## config.mk

```make
export PLATFORM = sky130hd
export DESIGN_NAME = ecc_109_enc_wr_pipe
export DESIGN_NICKNAME = d
export VERILOG_FILES = /design/src/rtl/ecc_109_enc_wr_pipe.sv
export SDC_FILE = /design/constraint.sdc
export NUM_CORES = 1
export LEC_CHECK = 0
export BUFFER_PORTS_ARGS = -buffer_cell sky130_fd_sc_hd__buf_2
export CORE_MARGIN = 8
export CORE_UTILIZATION = 54
export DETAILED_ROUTE_END_ITERATION = 7
export PLACE_DENSITY = 0.89
export SKIP_CTS_REPAIR_TIMING = 1
export SLEW_MARGIN = 25
export SYNTH_ARGS = -nofsm -noshare
export SYNTH_HDL_FRONTEND = slang
export SYNTH_SLANG_ARGS = --single-unit
```

## constraint.sdc

```tcl
create_clock -name clk -period 2.1 [get_ports clk]
set_input_delay 0.315 -clock clk [delete_from_list [all_inputs] [get_ports clk]]
set_output_delay 0.315 -clock clk [all_outputs]
set_load 0.01 [all_outputs]
```

## src/rtl/ecc_109_enc_wr_pipe.sv

```systemverilog
// Write-side SECDED encoder stage: duplicated parity encoders, one output register, fault status.
// Optional error injection is built when ECC_109_ENC_ERR_INJ_EN is defined.

module ecc_109_enc_core #(
   parameter int DATA_WIDTH   = 109,
   parameter int PARITY_WIDTH = 8
) (
   input  logic [DATA_WIDTH-1:0]   data,
   output logic [PARITY_WIDTH-1:0] parity
);

   logic [PARITY_WIDTH-2:0] ham;
   logic [31:0]             pos;

   // Data bits occupy codeword positions from 3 upward, skipping powers of two.
   always_comb begin
      ham = '0;
      pos = 32'd3;
      for (int unsigned k = 0; k < DATA_WIDTH; k++) begin
         if ((pos & (pos - 32'd1)) == 32'd0) pos = pos + 32'd1;
         for (int unsigned i = 0; i < PARITY_WIDTH - 1; i++) begin
            if (pos[i]) ham[i] = ham[i] ^ data[k];
         end
         pos = pos + 32'd1;
      end
      parity = {(^data) ^ (^ham), ham};
   end

endmodule

module ecc_109_enc_wr_pipe #(
   parameter int DATA_WIDTH   = 109,
   parameter int PARITY_WIDTH = 8,
   parameter int CNT_WIDTH    = 8
) (
   input  logic                    clk,
   input  logic                    rst_n,
   input  logic                    in_valid,
   output logic                    in_ready,
   input  logic [DATA_WIDTH-1:0]   in_data,
   input  logic                    bypass,
   input  logic                    ecc_fault_detc_en,
   output logic                    out_valid,
   input  logic                    out_ready,
   output logic [DATA_WIDTH-1:0]   out_data,
   output logic [PARITY_WIDTH-1:0] out_parity,
   output logic                    out_fault,
   output logic                    fault_sticky,
   output logic [CNT_WIDTH-1:0]    fault_cnt,
   input  logic                    fault_clr,
   input  logic                    inj_sbit,
   input  logic                    inj_dbit,
   output logic                    inj_pending
);

   (* keep = "true" *) logic [PARITY_WIDTH-1:0] parity0;
   (* keep = "true" *) logic [PARITY_WIDTH-1:0] parity1;
   logic                  accept;
   logic                  mismatch;
   logic [DATA_WIDTH-1:0] inj_flip;

   (* keep_hierarchy = "yes" *)
   ecc_109_enc_core #(.DATA_WIDTH(DATA_WIDTH), .PARITY_WIDTH(PARITY_WIDTH)) u_copy0 (
      .data   (in_data),
      .parity (parity0)
   );

   (* keep_hierarchy = "yes" *)
   ecc_109_enc_core #(.DATA_WIDTH(DATA_WIDTH), .PARITY_WIDTH(PARITY_WIDTH)) u_copy1 (
      .data   (in_data),
      .parity (parity1)
   );

   assign in_ready = ~out_valid | out_ready;
   assign accept   = in_valid & in_ready;
   assign mismatch = ecc_fault_detc_en & ~bypass & (parity0 != parity1);

`ifdef ECC_109_ENC_ERR_INJ_EN
   logic       inj_armed;
   logic [1:0] inj_mask;

   // An arm pulse in the accept cycle re-arms for the following beat.
   always_ff @(posedge clk or negedge rst_n) begin
      if (!rst_n) begin
         inj_armed <= 1'b0;
         inj_mask  <= 2'b00;
      end else begin
         if (accept) inj_armed <= 1'b0;
         if (inj_sbit | inj_dbit) begin
            inj_armed <= 1'b1;
            inj_mask  <= inj_dbit ? 2'b11 : 2'b01;
         end
      end
   end

   assign inj_flip    = {{(DATA_WIDTH-2){1'b0}}, (inj_armed ? inj_mask : 2'b00)};
   assign inj_pending = inj_armed;
`else
   logic unused_inj;

   assign unused_inj  = inj_sbit ^ inj_dbit;
   assign inj_flip    = '0;
   assign inj_pending = 1'b0;
`endif

   always_ff @(posedge clk or negedge rst_n) begin
      if (!rst_n) begin
         out_valid  <= 1'b0;
         out_data   <= '0;
         out_parity <= '0;
         out_fault  <= 1'b0;
      end else begin
         if (accept) begin
            out_valid  <= 1'b1;
            out_data   <= in_data ^ inj_flip;
            out_parity <= bypass ? '0 : parity0;
            out_fault  <= mismatch;
         end else if (out_ready) begin
            out_valid <= 1'b0;
         end
      end
   end

   always_ff @(posedge clk or negedge rst_n) begin
      if (!rst_n) begin
         fault_sticky <= 1'b0;
         fault_cnt    <= '0;
      end else if (fault_clr) begin
         fault_sticky <= 1'b0;
         fault_cnt    <= '0;
      end else if (accept && mismatch) begin
         fault_sticky <= 1'b1;
         if (fault_cnt != '1) fault_cnt <= fault_cnt + 1'b1;
      end
   end

endmodule

```

==> summary.md <==
| Metric | Value |
|---|---|
| Outcome | `finished with violations` |
| Violations in the final reports | `setup timing` |
| Final worst path period need | `3.692 ns` |
| Number of synthesized register bits | `approximately 130` |
| Post-Synthesis Net Count | `roughly 850` |
| Post-synthesis sequential area ratio | `0.3415` |
| Area of the mapped netlist | `9380 sq um` |
| Number of ports placed on the die boundary | `248` |
| Max capacitance violation total | `0` |
| RSZ-0062 raised after global routing | `yes` |
| Half-perimeter wire length after placement | `about 22 mm` |
| Number of endpoints with negative hold slack in the final report | `0` |
| Library cell appearing most often on the critical path | `xnor3_1` |
| Finished Cell Area | `13,350 sq um` |
| Initial antenna violation count | `1` |
| Die footprint | `about 22,000 sq um` |
| Mean cell area of the mapped netlist | `12.87 sq um` |
| Post-detailed-route wirelength per cell | `21.81 um` |
| LEAKAGE | `approximately 6.4 nW` |
| Cells after synthesis | `between 700 and 800` |
| # nets final | `1,251` |
| Clock-pin slew on the worst setup and hold paths | `0.06 ns` |
| Top fanout value on the critical path | `5` |
| IR Drop Worst-Case VDD | `2105 uV` |
| Total global routing track utilization | `0.2506` |
| Final Wtd Congestion | `0.9012` |
| Final Worst Setup Slack | `-1.592 ns` |
| Slowest cell on the critical path | `xnor3_1` |
| Fin Clk Skew | `0.01133 ns` |
| Fillers | `982` |
| Starting DRT DRC Count | `314` |
| Tightest slew margin relative to the limit | `0.6219` |
| Worst Path Arrival | `4.04 ns` |
| Global-route wire length before repair | `around 42 mm` |
| Root buffer cell | `clkbuf_16` |
| Family with the most delay on the worst path | `XOR/XNOR gates` |
| Remaining global-route overflow | `0` |
| TritonCTS clock tree | `built` |
| Power density relative to cell area | `between 1500 and 2000 nW/um^2` |
| Routed via count divided by cell count | `5.267` |
| Tcrit/Tclk final | `1.758` |
| Vertical extent of the die | `roughly 150 um` |
| Count of buffering cells on the critical path with inverters included | `3` |
| Cells along the critical path | `buf_2, xnor2_1, xnor2_1, buf_4, xnor3_1, xnor2_2, xnor3_1, xnor3_1, xnor3_1, xnor2_2, nand4_1, buf_4, o211ai_4, o21ai_0, a21oi_1` |
| Required arrival time at the worst endpoint | `2.45 ns` |
| Via count of the first global-routing pass | `7,830` |
| Setup-violating endpoint count in the final report | `15` |
| Layout-stage area growth over the synthesis result | `42.35%` |
| Via Count | `7,227` |
| Rows | `48` |
| Warnings, synthesis | `0` |
| Overall die width | `147.8 um` |
| Total count of max-transition violations in the final report | `0` |
| H-Tree Level Count | `4` |
| Cell Area, Placed | `approximately 12,000 sq um` |
| Largest net degree at the start of global routing | `47` |
| Clock latency at the later pin of the worst-skew pair | `0.43 ns` |
| Endpoint type of the worst setup path | `flop` |
| Bufs on Longest Clock Path | `2` |
| Transition time of the tightest slew-check pin | `0.5630 ns` |
| Category of the worst setup path launch point | `primary input` |
| Initial Util | `0.5480` |
| Number of distinct library cells after synthesis | `35` |
| Type of the worst min-delay path | `in -> reg` |
| Clock sinks | `128` |
| Number of DRC violations after detailed routing | `0` |
| Detailed-routing iteration count for the pre-antenna-repair pass | `5` |
| CTS Buf Count | `17` |
| Placeable core area | `17,120 sq um` |
| Total Routed Length | `29.93 mm` |
| Fraction of final layout cells sized beyond drive strength 1 | `0.5493` |
| # port buffers | `244` |
| Peak Freq | `270.9 MHz` |
| Crit Path Category | `in -> reg` |
| DRT antenna net count | `0` |
| Maximum cell stage delay along the critical path | `0.49 ns` |
| Final total power | `0.02128 W` |
==> power breakdown <==
part | leakage, nW | switching [W] | total (W) | internal, W
clock | 0.278 | 0.00113 | 0.00296 | 0.00183
sequential | 1.53 | 0.000196 | 0.00304 | 0.00285
combinational | 4.55 | 0.00642 | 0.0153 | 0.00887
total | 6.35 | 0.00774 | 0.0213 | 0.0135
==> per-layer routing <==
| metal | wire length [um] | global-route usage | vias to the layer above |
|---|---|---|---|
| met5 | 0 | 0 | - |
| met4 | 1114 | 0.09995 | 0 |
| met3 | 2180 | 0.07643 | 74 |
| met2 | 15150 | 0.4358 | 319 |
| met1 | 11480 | 0.2825 | 3605 |
| li1 | - | - | 3229 |
==> cells in the mapped netlist <==
library cell	number	area [sq um]
xor2_2	2	32.53
xnor2_1	274	2400
a31oi_1	1	6.260
nor3_1	1	5.000
and4b_2	1	11.26
o21ai_0	11	55.05
buf_2	10	50.05
o31ai_1	1	7.510
or3_1	4	25.02
nor2_1	7	26.28
a21oi_1	5	25.02
xor2_1	65	569.3
a21o_1	1	7.510
mux2i_1	1	10.01
nand4_1	3	18.77
nand2b_4	1	13.76
xnor2_2	6	97.59
buf_4	3	22.52
o21a_1	1	7.510
dfrtp_1	128	3203
xor3_1	8	190.2
nand2b_1	9	56.30
o211ai_4	1	21.27
xnor3_2	4	95.09
or4_1	1	7.510
a211oi_1	1	7.510
mux2_2	109	1227
a41o_1	1	10.01
xnor3_1	48	1081
inv_1	4	15.01
conb_1	1	3.750
nand3_1	2	10.01
nand2_1	11	41.29
ha_1	1	12.51
clkbuf_1	2	7.510
==> layout by cell type, fill, tap and decap left out, types with 9 or more instances in the layout <==
| cell type | Yosys | layout |
|---|---|---|
| buf_2 | 10 | 234 |
| xnor2_1 | 274 | 219 |
| buf_4 | 3 | 138 |
| dfrtp_1 | 128 | 128 |
| mux2_2 | 109 | 109 |
| xnor2_2 | 6 | 57 |
| xor2_1 | 65 | 55 |
| xnor3_1 | 48 | 42 |
| clkbuf_16 | 0 | 17 |
| buf_6 | 0 | 15 |
| nand2_1 | 11 | 10 |
| xnor3_2 | 4 | 10 |
| xor2_2 | 2 | 9 |
==> final timing paths <==
kind	slack, ns	start	to	depth (start not counted)
worst max-delay path	-1.59	in_data[96]	fault_cnt[4]	15
worst min-delay path	0.15	in_data[41]	out_data[41]	2
worst max register to register	0.25	fault_cnt[0]	fault_cnt[5]	6
worst min register to register	0.48	out_parity[4]	out_parity[4]	2
max in group asynchronous	1.11	rst_n	out_data[27]	3
min in group asynchronous	0.39	rst_n	out_data[91]	2
==> layout make-up <==
cell class,instances,area (sq um),share of cell area
sequential,128,3203,0.2399
clock inverter,10,110.1,0.008246
tap,225,281.5,0.02108
antenna,2,5.005,0.0003748
inverter,4,15.01,0.001124
clock buffer,22,474.2,0.03551
multi-input combinational,583,6708,0.5023
timing repair buffer,398,2556,0.1914
==> registers in the layout (all words and copies together) (netlist names) <==
name          flops
out_data        109
fault_cnt         8
out_parity        8
fault_sticky      1
out_fault         1
out_valid         1
==> through the flow <==
stage / TNS [ns] / utilization / setup WS, ns / std cells / hold WS [ns]
CTS: -16.00 / 0.7472 / -1.508 / 1358 / -0.1906
global placement: -21.08 / 0.7131 / -1.778 / 1326 / 0.2589
detailed placement: -23.64 / 0.7131 / -1.948 / 1326 / 0.2615
floorplan: -11.65 / - / -1.195 / 729 / 0.01941
global route: -18.12 / 0.7800 / -1.689 / 1371 / 0.1339
finish: -16.73 / 0.7801 / -1.592 / 1372 / 0.1456
==> cell families (layout without fill, tap and decap cells) <==
family / count (synthesis) / count (layout) / share of synthesized area
other cells: 1 / 3 / 0.0003998
mux: 110 / 110 / 0.1319
flops: 128 / 128 / 0.3415
xor+xnor: 407 / 407 / 0.4761
compound gates: 23 / 24 / 0.01574
simple gates: 40 / 40 / 0.02294
fa+ha+maj: 1 / 1 / 0.001334
buf+inv: 19 / 434 / 0.01014
Note: power is estimated with default switching activity, not from simulation.
